--- src/rtl/clock_reset_sequencer_if.sv ---
// Reset-sequencer signal bundle: conditioned reset sources in, ordered resets
// and debug status out.
interface clock_reset_sequencer_if;
  logic       pll_locked;
  logic       external_rstnn;
  logic       sw_reset_req;
  logic       rstnn_periph;
  logic       rstnn_system;
  logic [2:0] seq_state;
  logic       lock_lost;
  logic [7:0] reset_count;

  modport master (
    output pll_locked, external_rstnn, sw_reset_req,
    input  rstnn_periph, rstnn_system, seq_state, lock_lost, reset_count
  );

  modport slave (
    input  pll_locked, external_rstnn, sw_reset_req,
    output rstnn_periph, rstnn_system, seq_state, lock_lost, reset_count
  );
endinterface

--- src/rtl/clock_reset_sequencer.sv ---
// Ordered reset release in the PLL output domain: synchronizes lock and the
// board button, debounces the button, then releases peripherals and, after a
// fixed gap, the system core. Any abort source drops both resets again.
module clock_reset_sequencer #(
  parameter int SYNC_STAGES        = 2,
  parameter int DEBOUNCE_CYCLES    = 16,
  parameter int MIN_ASSERT_CYCLES  = 32,
  parameter int LOCK_STABLE_CYCLES = 1024,
  parameter int RELEASE_GAP        = 8
) (
  input logic                    clk_i,
  input logic                    rst_i,
  clock_reset_sequencer_if.slave bus
);

  localparam logic [2:0] S_ASSERT     = 3'd0;
  localparam logic [2:0] S_WAIT_LOCK  = 3'd1;
  localparam logic [2:0] S_STABLE     = 3'd2;
  localparam logic [2:0] S_REL_PERIPH = 3'd3;
  localparam logic [2:0] S_RUN        = 3'd4;

  // Counter sized for the longest dwell; terminal values are max-1 so they fit.
  localparam int CMAX_A = (MIN_ASSERT_CYCLES > LOCK_STABLE_CYCLES) ? MIN_ASSERT_CYCLES
                                                                    : LOCK_STABLE_CYCLES;
  localparam int CMAX   = (CMAX_A > RELEASE_GAP) ? CMAX_A : RELEASE_GAP;
  localparam int CW     = (CMAX > 1) ? $clog2(CMAX) : 1;
  localparam int DW     = (DEBOUNCE_CYCLES > 1) ? $clog2(DEBOUNCE_CYCLES) : 1;

  localparam logic [CW-1:0] ASSERT_LAST = CW'(MIN_ASSERT_CYCLES - 1);
  localparam logic [CW-1:0] STABLE_LAST = CW'(LOCK_STABLE_CYCLES - 1);
  localparam logic [CW-1:0] GAP_LAST    = CW'(RELEASE_GAP - 1);
  localparam logic [DW-1:0] DB_LAST     = DW'(DEBOUNCE_CYCLES - 1);

  logic [SYNC_STAGES-1:0] lk_sync_q, ex_sync_q;
  logic                   lk_s, ex_s;
  logic                   db_q;
  logic [DW-1:0]          dbc_q;
  logic [2:0]             state_q, state_d;
  logic [CW-1:0]          cnt_q, cnt_d;
  logic [7:0]             rc_q, rc_d;
  logic                   ll_q, ll_d;
  logic                   periph_q, system_q;
  logic                   abort;

  // Multi-flop synchronizers for the two asynchronous inputs.
  always_ff @(posedge clk_i) begin
    if (rst_i) begin
      lk_sync_q <= '0;
      ex_sync_q <= '0;
    end else begin
      lk_sync_q <= {lk_sync_q[SYNC_STAGES-2:0], bus.pll_locked};
      ex_sync_q <= {ex_sync_q[SYNC_STAGES-2:0], bus.external_rstnn};
    end
  end

  assign lk_s = lk_sync_q[SYNC_STAGES-1];
  assign ex_s = ex_sync_q[SYNC_STAGES-1];

  // Symmetric debounce: level follows ex_s only after it has differed for
  // DEBOUNCE_CYCLES consecutive cycles; any agreement restarts the count.
  always_ff @(posedge clk_i) begin
    if (rst_i) begin
      db_q  <= 1'b0;
      dbc_q <= '0;
    end else if (ex_s != db_q) begin
      if (dbc_q == DB_LAST) begin
        db_q  <= ex_s;
        dbc_q <= '0;
      end else begin
        dbc_q <= dbc_q + 1'b1;
      end
    end else begin
      dbc_q <= '0;
    end
  end

  // Sequencer next state; abort outranks every transition outside ASSERT.
  always_comb begin
    state_d = state_q;
    cnt_d   = cnt_q;
    rc_d    = rc_q;
    ll_d    = ll_q;
    abort   = !db_q || bus.sw_reset_req ||
              (!lk_s && state_q != S_ASSERT && state_q != S_WAIT_LOCK);
    if (state_q != S_ASSERT && abort) begin
      state_d = S_ASSERT;
      cnt_d   = '0;
      if (rc_q != 8'hFF) rc_d = rc_q + 8'd1;
      if (!lk_s && (state_q == S_REL_PERIPH || state_q == S_RUN)) ll_d = 1'b1;
    end else begin
      case (state_q)
        S_ASSERT: begin
          if (bus.sw_reset_req) begin
            cnt_d = '0;
          end else if (cnt_q == ASSERT_LAST) begin
            if (db_q) begin
              state_d = S_WAIT_LOCK;
              cnt_d   = '0;
            end
          end else begin
            cnt_d = cnt_q + 1'b1;
          end
        end
        S_WAIT_LOCK: begin
          if (lk_s) begin
            state_d = S_STABLE;
            cnt_d   = '0;
          end
        end
        S_STABLE: begin
          if (cnt_q == STABLE_LAST) begin
            state_d = S_REL_PERIPH;
            cnt_d   = '0;
          end else begin
            cnt_d = cnt_q + 1'b1;
          end
        end
        S_REL_PERIPH: begin
          if (cnt_q == GAP_LAST) begin
            state_d = S_RUN;
            cnt_d   = '0;
          end else begin
            cnt_d = cnt_q + 1'b1;
          end
        end
        S_RUN: ;
        default: begin
          state_d = S_ASSERT;
          cnt_d   = '0;
        end
      endcase
    end
  end

  // State, counters and registered reset outputs move together.
  always_ff @(posedge clk_i) begin
    if (rst_i) begin
      state_q  <= S_ASSERT;
      cnt_q    <= '0;
      rc_q     <= '0;
      ll_q     <= 1'b0;
      periph_q <= 1'b0;
      system_q <= 1'b0;
    end else begin
      state_q  <= state_d;
      cnt_q    <= cnt_d;
      rc_q     <= rc_d;
      ll_q     <= ll_d;
      periph_q <= (state_d == S_REL_PERIPH) || (state_d == S_RUN);
      system_q <= (state_d == S_RUN);
    end
  end

  assign bus.rstnn_periph = periph_q;
  assign bus.rstnn_system = system_q;
  assign bus.seq_state    = state_q;
  assign bus.lock_lost    = ll_q;
  assign bus.reset_count  = rc_q;

endmodule

--- src/flat_wrapper.sv ---
// flat-port wrapper written by rule: the top's interface ports become plain ports
module clock_reset_sequencer_flat 
#(
  parameter int SYNC_STAGES        = 2,
  parameter int DEBOUNCE_CYCLES    = 16,
  parameter int MIN_ASSERT_CYCLES  = 32,
  parameter int LOCK_STABLE_CYCLES = 1024,
  parameter int RELEASE_GAP        = 8
)
  (clk_i, rst_i, bus_pll_locked, bus_external_rstnn, bus_sw_reset_req, bus_rstnn_periph, bus_rstnn_system, bus_seq_state, bus_lock_lost, bus_reset_count);
  clock_reset_sequencer_if bus_i ();
  input logic clk_i;
  input logic rst_i;
  input wire logic [$bits(bus_i.pll_locked)-1:0] bus_pll_locked;
  input wire logic [$bits(bus_i.external_rstnn)-1:0] bus_external_rstnn;
  input wire logic [$bits(bus_i.sw_reset_req)-1:0] bus_sw_reset_req;
  output wire logic [$bits(bus_i.rstnn_periph)-1:0] bus_rstnn_periph;
  output wire logic [$bits(bus_i.rstnn_system)-1:0] bus_rstnn_system;
  output wire logic [$bits(bus_i.seq_state)-1:0] bus_seq_state;
  output wire logic [$bits(bus_i.lock_lost)-1:0] bus_lock_lost;
  output wire logic [$bits(bus_i.reset_count)-1:0] bus_reset_count;
  assign bus_i.pll_locked = bus_pll_locked;
  assign bus_i.external_rstnn = bus_external_rstnn;
  assign bus_i.sw_reset_req = bus_sw_reset_req;
  assign bus_rstnn_periph = bus_i.rstnn_periph;
  assign bus_rstnn_system = bus_i.rstnn_system;
  assign bus_seq_state = bus_i.seq_state;
  assign bus_lock_lost = bus_i.lock_lost;
  assign bus_reset_count = bus_i.reset_count;
  clock_reset_sequencer #(.SYNC_STAGES(SYNC_STAGES), .DEBOUNCE_CYCLES(DEBOUNCE_CYCLES), .MIN_ASSERT_CYCLES(MIN_ASSERT_CYCLES), .LOCK_STABLE_CYCLES(LOCK_STABLE_CYCLES), .RELEASE_GAP(RELEASE_GAP)) u_core (.clk_i(clk_i), .rst_i(rst_i), .bus(bus_i));
endmodule
--- config.mk ---
export PLATFORM = sky130hd
export DESIGN_NAME = clock_reset_sequencer_flat
export DESIGN_NICKNAME = d
export VERILOG_FILES = /design/src/rtl/clock_reset_sequencer_if.sv /design/src/rtl/clock_reset_sequencer.sv /design/src/flat_wrapper.sv
export SDC_FILE = /design/constraint.sdc
export NUM_CORES = 1
export LEC_CHECK = 0
export ABC_AREA = 1
export BUFFER_PORTS_ARGS = -buffer_cell sky130_fd_sc_hd__buf_2
export CAP_MARGIN = 20
export CORE_MARGIN = 3
export CORE_UTILIZATION = 62
export DETAILED_ROUTE_END_ITERATION = 8
export PLACE_DENSITY = 0.95
export SLEW_MARGIN = 20
export SYNTH_ARGS = -nofsm -noshare
export SYNTH_HDL_FRONTEND = slang
export SYNTH_SLANG_ARGS = --single-unit
--- constraint.sdc ---
create_clock -name clk_i -period 2.3 [get_ports clk_i]
set_input_delay 0.46 -clock clk_i [delete_from_list [all_inputs] [get_ports clk_i]]
set_output_delay 0.46 -clock clk_i [all_outputs]
set_load 0.02 [all_outputs]
==> results.sh, run 1 <==
export IMPL_critPathKind="reg2reg"
export IMPL_synth_cell_types=29
export IMPL_synth_area_leaders="dfxtp_1, nand2_1, nor2_1"
export IMPL_synth_cells=242
export IMPL_tns_ns=0
export IMPL_fin_skew_ns=0.007589
export IMPL_viasPerCell=5.481
export IMPL_ys_warn_count=0
export IMPL_end_kind="register"
export IMPL_rsz0062_at_grt="no"
export IMPL_syn_to_final_growth_pct=10.23
export IMPL_grtUsageTotal_pct=23.99
export IMPL_antenna_found_initial=0
export IMPL_dpl_worst_slack_ns=0.7511
export IMPL_dp_hpwl_um=2676
export IMPL_async_flop_share_pct=0
export IMPL_drive_gt1_share_pct=17.36
export IMPL_finalCritPeriodShare_pct=68.79
export IMPL_cp_data_arrival_time_ns=1.82
export IMPL_drtAntennaViolNets=0
export IMPL_vdd_ir_drop_max_v=0.0004428
export IMPL_clock_path_buffers=2
export IMPL_cts_root_buf="clkbuf_4"
export IMPL_cts_buffers=5
export IMPL_whs_path_depth=3
export IMPL_r2r_setup_slack_ns=0.72
export IMPL_syn_area_um2=1713
export IMPL_timing_rr_start="u_core.cnt_q[0]$_SDFFE_PP0P_"
export IMPL_final_nets=273
export IMPL_die_y_um=58.56
export IMPL_vias=1617
export IMPL_grt_pass1_wl_um=6272
export IMPL_port_buffers=18
export IMPL_postCtsSetupBuffers=0
export IMPL_worstMarginPinSlew_ns=0.3529
export IMPL_hp_class="in2reg"
export IMPL_wl_um=3607
export IMPL_holdWs_ns=0.3336
export IMPL_start_kind="register"
export IMPL_cts_clk_slew_worst_paths_ns=0.10
export IMPL_sequential_cell_area_um2=660.6
export IMPL_clock_latency_ns=0.33
export IMPL_firstDrtPassIters=5
export IMPL_p_per_area_nw_per_um2=503.4
export IMPL_drv_cap=0
export IMPL_design_area_um2=1888
export IMPL_ctsResizeCount=0
export IMPL_r2r_cells=8
export IMPL_synth_top_area_share_pct=38.57
export IMPL_max_slew_margin_pct=76.38
export IMPL_gp_congestion=0.9157
export IMPL_drc_errors=0
export IMPL_ys_ff_latch=33
export IMPL_synth_flop_cell="dfxtp_1"
export IMPL_finish_utilization_pct=74.19
export IMPL_fin_crit_ns=1.582
export IMPL_start_util_pct=67.31
export IMPL_multiInputGateArea_um2=918.4
export IMPL_synth_top_area_cell="dfxtp_1"
export IMPL_synth_edf_count=0
export IMPL_syn_nets=250
export IMPL_r2r_end="u_core.cnt_q[7]$_SDFFE_PP0P_"
export IMPL_post_dp_cell_area_um2=1833
export IMPL_leakagePower_nw=0.8883
export IMPL_fill_cells=188
export IMPL_hold_violations=0
export IMPL_insertedDiodeCount=0
export IMPL_avgSynthCellArea_um2=7.078
export IMPL_min_to="u_core.ex_sync_q[0]$_SDFF_PP0_"
export IMPL_placed_cells=288
export IMPL_drt_initial_drc_count=71
export IMPL_tritoncts="yes"
export IMPL_min_from="bus_external_rstnn"
export IMPL_numClockSinks=33
export IMPL_fmax_ghz=0.6320
export IMPL_final_cells=295
export IMPL_maxSlewViolCount=0
export IMPL_first_global_vias=1498
export IMPL_die_w_um=58.56
export IMPL_rows=18
export IMPL_setup_viol=0
export IMPL_status="finished clean"
export IMPL_cp_required_ns=2.54
export IMPL_top_level_ports=19
export IMPL_worst_slack_ns=0.7177
export IMPL_p_total_mw=0.9505
export IMPL_crit_path_max_fanout=9
export IMPL_cts_max_level=2
export IMPL_grt_max_degree=17
export IMPL_cts_hold_buf=0
export IMPL_grt_overflow_total=0
export IMPL_ys_seq_area_share_pct=38.57
export IMPL_core_area_um2=2545
export IMPL_wl_per_cell_um=12.23
export IMPL_fp_dieArea_um2=3429
cells in the mapped netlist (all sizes together), types with 2 or more instances:
master,instances
nand3,22
o21bai,4
inv,33
nor3,3
clkbuf,2
dfxtp,33
ha,3
xor2,4
nand4,8
a21oi,18
nor2,39
a31oi,2
xnor2,2
o21ai,4
nand2,61
o211ai,2
critical path, cell delays in order (launching register included):
cell and delay (ns):
dfxtp_1 0.38, ha_1 0.23, nand3_1 0.13, nor2_2 0.21, nand3_1 0.12, nand2_2 0.09
nand3_4 0.12, a21oi_1 0.16, nor2_1 0.05
how the worst max path moves through the flow:
stage	slack (ns)	cells past startpoint	endpoint	start
after detailed placement	0.75	8	u_core.cnt_q[7]$_SDFFE_PP0P_	u_core.cnt_q[0]$_SDFFE_PP0P_
after global placement	0.81	10	u_core.cnt_q[9]$_SDFFE_PP0P_	u_core.cnt_q[0]$_SDFFE_PP0P_
after floorplan	0.87	7	u_core.bus.reset_count[3]$_SDFFE_PP0P_	u_core.bus.reset_count[1]$_SDFFE_PP0P_
final	0.72	8	u_core.cnt_q[7]$_SDFFE_PP0P_	u_core.cnt_q[0]$_SDFFE_PP0P_
after CTS	0.73	8	u_core.cnt_q[7]$_SDFFE_PP0P_	u_core.cnt_q[0]$_SDFFE_PP0P_
after global routing	0.54	10	u_core.cnt_q[9]$_SDFFE_PP0P_	u_core.cnt_q[0]$_SDFFE_PP0P_
cells in the final DEF, fill, tap and decap left out, types with 2 or more instances in the layout:
| cell type | netlist | final |
|---|---|---|
| ha_1 | 3 | 3 |
| o21bai_1 | 3 | 3 |
| nand4_2 | 2 | 2 |
| nand2_2 | 3 | 3 |
| nor3_1 | 2 | 2 |
| a21oi_1 | 18 | 18 |
| nand3_1 | 21 | 21 |
| inv_1 | 28 | 28 |
| a31oi_1 | 2 | 2 |
| nand2_4 | 3 | 3 |
| o21ai_0 | 3 | 3 |
| o211ai_1 | 2 | 2 |
| clkbuf_4 | 0 | 5 |
| buf_2 | 0 | 18 |
| inv_2 | 4 | 4 |
| nor2_2 | 4 | 4 |
| xor2_1 | 4 | 4 |
| nor2_1 | 34 | 34 |
| dfxtp_1 | 33 | 33 |
| xnor2_1 | 2 | 2 |
| nand2_1 | 55 | 55 |
| nand4_1 | 6 | 6 |
per-layer routing:
metal	wire, um	track usage [%]	up-vias	part of all wire [%]
li1	-	-	828	-
met1	1543	28.28	719	43
met2	1754	39.39	56	49
met3	208	5.482	14	5.8
met4	101	14.57	0	2.8
met5	0	0	-	0
state kept, by name, indices dropped and copies added (netlist names):
name and cells:
u_core.dbc_q 4, u_core.bus.rstnn_system 1, u_core.bus.rstnn_periph 1, u_core.db_q 1, u_core.cnt_q 10, u_core.bus.seq_state 3, u_core.lk_sync_q 2, u_core.ex_sync_q 2
u_core.bus.lock_lost 1, u_core.bus.reset_count 8
power breakdown:
part	internal [mW]	switching (mW)	leakage, nW	total, mW
clock network	0.144	0.187	0.0314	0.331
logic	0.0143	0.0236	0.590	0.0379
registers	0.577	0.00419	0.267	0.581
cell families (layout without fill, tap and decap cells):
logic type,after synthesis,count (layout),share of synthesized area (%)
AO/OA/AOI/OAI,30,30,10.01
XOR/XNOR,6,6,3.068
adder cells (fa/ha/maj),3,3,2.192
buffers and inverters,35,58,7.816
flip-flops,33,33,38.57
AND/OR/NAND/NOR,135,135,38.35
layout make-up:
type                            count  share of cell area (%)
Multi-Input combinational cell    174                   48.64
Sequential cell                    33                   34.99
Inverter                           33                   6.693
Timing Repair Buffer               18                   4.771
Clock buffer                        7                   2.916
Tap cell                           30                   1.988
(Power assumes the default switching activity.)
==> inputs of run 2 (changes only) <==
- ABC_AREA: 1 -> 0
- CORE_UTILIZATION: 62 -> 57
- PLACE_DENSITY: 0.95 -> 0.9
- clock period: 2.3 -> 1.5 ns (I/O delays scaled with it)
==> results.sh, run 2 <==
export IMPL_syn_nets=199
export IMPL_min_from="bus_external_rstnn"
export IMPL_drive_gt1_share_pct=45.53
export IMPL_cts_clk_slew_worst_paths_ns=0.13
export IMPL_hp_class="in2reg"
export IMPL_first_global_vias=1748
export IMPL_insertedDiodeCount=0
export IMPL_leakagePower_nw=0.9849
export IMPL_synth_top_area_share_pct=40.58
export IMPL_max_slew_margin_pct=70.41
export IMPL_fp_dieArea_um2=3533
export IMPL_syn_to_final_growth_pct=50.19
export IMPL_synth_commonest_cells="dfxtp_1, nor2_1, nand3_1"
export IMPL_cp_data_arrival_time_ns=2.16
export IMPL_violations="setup timing"
export IMPL_cts_root_buf="clkbuf_4"
export IMPL_die_y_um=59.44
export IMPL_grt_pass1_wl_um=8176
export IMPL_crit_path_max_fanout=5
export IMPL_clock_latency_ns=0.36
export IMPL_status="finished, violations left"
export IMPL_gp_congestion=0.8683
export IMPL_tritoncts="yes"
export IMPL_setup_viol=17
export IMPL_muxShareOfSynthArea_pct=1.922
export IMPL_fin_crit_ns=1.887
export IMPL_critPathLaunch="u_core.bus.seq_state[1]$_SDFF_PP0_"
export IMPL_syn_area_um2=1628
export IMPL_cp_required_ns=1.77
export IMPL_rsz0062_at_grt="yes"
export IMPL_vdd_ir_drop_max_v=0.0007663
export IMPL_ys_warn_count=0
export IMPL_worst_slack_ns=-0.3869
export IMPL_cts_buffers=5
export IMPL_vias=2070
export IMPL_synth_most_common_cell="dfxtp_1"
export IMPL_synthXorXnorAreaFrac_pct=6.457
export IMPL_die_w_um=59.44
export IMPL_largest_register="u_core.cnt_q"
export IMPL_wl_per_cell_um=24.64
export IMPL_end_kind="register"
export IMPL_fin_skew_ns=0.02683
export IMPL_synth_simple_area_share_pct=30.51
export IMPL_holdWs_ns=0.1808
export IMPL_timing_rr_start="u_core.bus.seq_state[1]$_SDFF_PP0_"
export IMPL_critPathKind="reg2reg"
export IMPL_design_area_um2=2445
export IMPL_start_util_pct=62.85
export IMPL_grt_max_degree=17
export IMPL_rows=18
export IMPL_async_flop_share_pct=0
export IMPL_synth_top_area_cell="dfxtp_1"
export IMPL_numClockSinks=33
export IMPL_port_buffers=18
export IMPL_mostFrequentLayoutCells="buf_4, dfxtp_1, nor2_1"
export IMPL_avgSynthCellArea_um2=8.523
export IMPL_drt_initial_drc_count=358
export IMPL_cts_max_level=2
export IMPL_finalCritPeriodShare_pct=125.8
export IMPL_wl_um=7071
export IMPL_worstMarginPinSlew_ns=0.4422
export IMPL_drc_errors=0
export IMPL_final_nets=264
export IMPL_grt_overflow_total=0
export IMPL_synth_adder_area_share_pct=2.306
export IMPL_viasPerCell=7.213
export IMPL_largest_reg_flops=10
export IMPL_clock_path_buffers=2
export IMPL_synth_top_family_by_area="simple AND/OR/NAND/NOR gates"
export IMPL_fmax_ghz=0.5300
export IMPL_dpl_worst_slack_ns=-0.3541
export IMPL_ys_seq_area_share_pct=40.58
export IMPL_top_level_ports=19
export IMPL_grtUsageTotal_pct=30.84
export IMPL_synth_edf_count=0
export IMPL_antenna_found_initial=0
export IMPL_synth_flop_cell="dfxtp_1"
export IMPL_post_dp_cell_area_um2=2021
export IMPL_firstDrtPassIters=7
export IMPL_drtAntennaViolNets=0
export IMPL_maxSlewViolCount=0
export IMPL_synth_cell_types=45
export IMPL_p_per_area_nw_per_um2=625.1
export IMPL_dp_hpwl_um=3131
export IMPL_core_area_um2=2590
export IMPL_synth_compound_area_share_pct=14.37
export IMPL_drv_cap=0
export IMPL_hold_violations=0
export IMPL_ys_ff_latch=33
export IMPL_final_common_cell="buf_4"
export IMPL_synth_area_leaders="dfxtp_1, nor2_1, nand3_1"
export IMPL_start_kind="register"
export IMPL_synth_cells=191
==> run 2: cell types whose count changed in the layout (fill, tap and decap cells not counted), sizes merged, moves of 5 or more <==
| cell | previous run | this run |
|---|---|---|
| a21oi | 18 | 6 |
| a22o | 0 | 5 |
| buf | 18 | 65 |
| inv | 33 | 6 |
| nand2 | 61 | 13 |
| nor2 | 39 | 24 |
| nor2b | 0 | 5 |
| xnor2 | 2 | 9 |
==> run 2: worst paths after layout <==
| path | to | slack, ns | depth (start not counted) |
|---|---|---|---|
| worst max-delay path | u_core.cnt_q[4]$_SDFFE_PP0P_ | -0.39 | 6 |
| worst min-delay path | u_core.ex_sync_q[0]$_SDFF_PP0_ | 0.18 | 2 |
| worst max register to register | u_core.cnt_q[4]$_SDFFE_PP0P_ | -0.39 | 6 |
| worst min register to register | u_core.lk_sync_q[1]$_SDFF_PP0_ | 0.46 | 1 |
==> run 2: cell families (layout without fill, tap and decap cells) <==
kind of cell | after synthesis | in the layout
XOR/XNOR | 12 | 12
adder cells (fa/ha/maj) | 3 | 3
multiplexers | 3 | 3
flip-flops | 33 | 33
AND/OR/NAND/NOR | 95 | 95
AO/OA/AOI/OAI | 31 | 31
buffers and inverters | 14 | 80
==> run 2: per-stage QoR <==
step	util (%)	std cells	setup TNS (ns)	power (mW)
after floorplan	-	191	-1.877	0.9491
after global placement	78.02	262	-1.905	0.9752
after detailed placement	78.02	262	-2.781	0.9824
after CTS	84.54	273	-1.804	1.465
after global routing	94.40	287	-4.467	1.564
final	94.40	287	-3.340	1.528
==> run 2: power by group <==
group	internal (mW)	switching, mW	total [mW]
sequential	0.880	0.00699	0.887
clock	0.177	0.360	0.537
combinational	0.0509	0.0542	0.105
==> run 2: metal layers <==
metal / share of wire [%] / vias up / wire length, um / global-route usage, %
li1: - / 813 / - / -
met1: 35 / 944 / 2469 / 36.18
met2: 45 / 215 / 3185 / 51.48
met3: 11 / 98 / 805 / 7.625
met4: 8.6 / 0 / 610 / 15.86
met5: 0 / - / 0 / 0
==> run 2: repair_timing <==
item | in CTS | in global routing
buffers inserted | 3 | 12
cloned | 0 | 2
pin swaps | 8 | 23
endpoints found under the setup margin | 15 | 23
hold buffers | 0 | 0
gates resized for setup | 19 | 35
==> run 2: cell type report <==
cell class / instances / area, um2
tap: 30 / 37.54
fill: 74 / 145.1
sequential: 33 / 675.6
clock inverter: 3 / 17.52
clock buffer: 5 / 37.54
inverter: 6 / 22.52
multi-input combinational: 144 / 1139
timing repair buffer: 66 / 515.5
==> run 2: worst max-delay path, cell delays in order (launching register included) <==
cell	delay (ns)
dfxtp_4	0.38
or4_4	0.52
a22o_4	0.26
nand3_2	0.15
buf_4	0.17
a31oi_1	0.10
o21ai_1	0.22
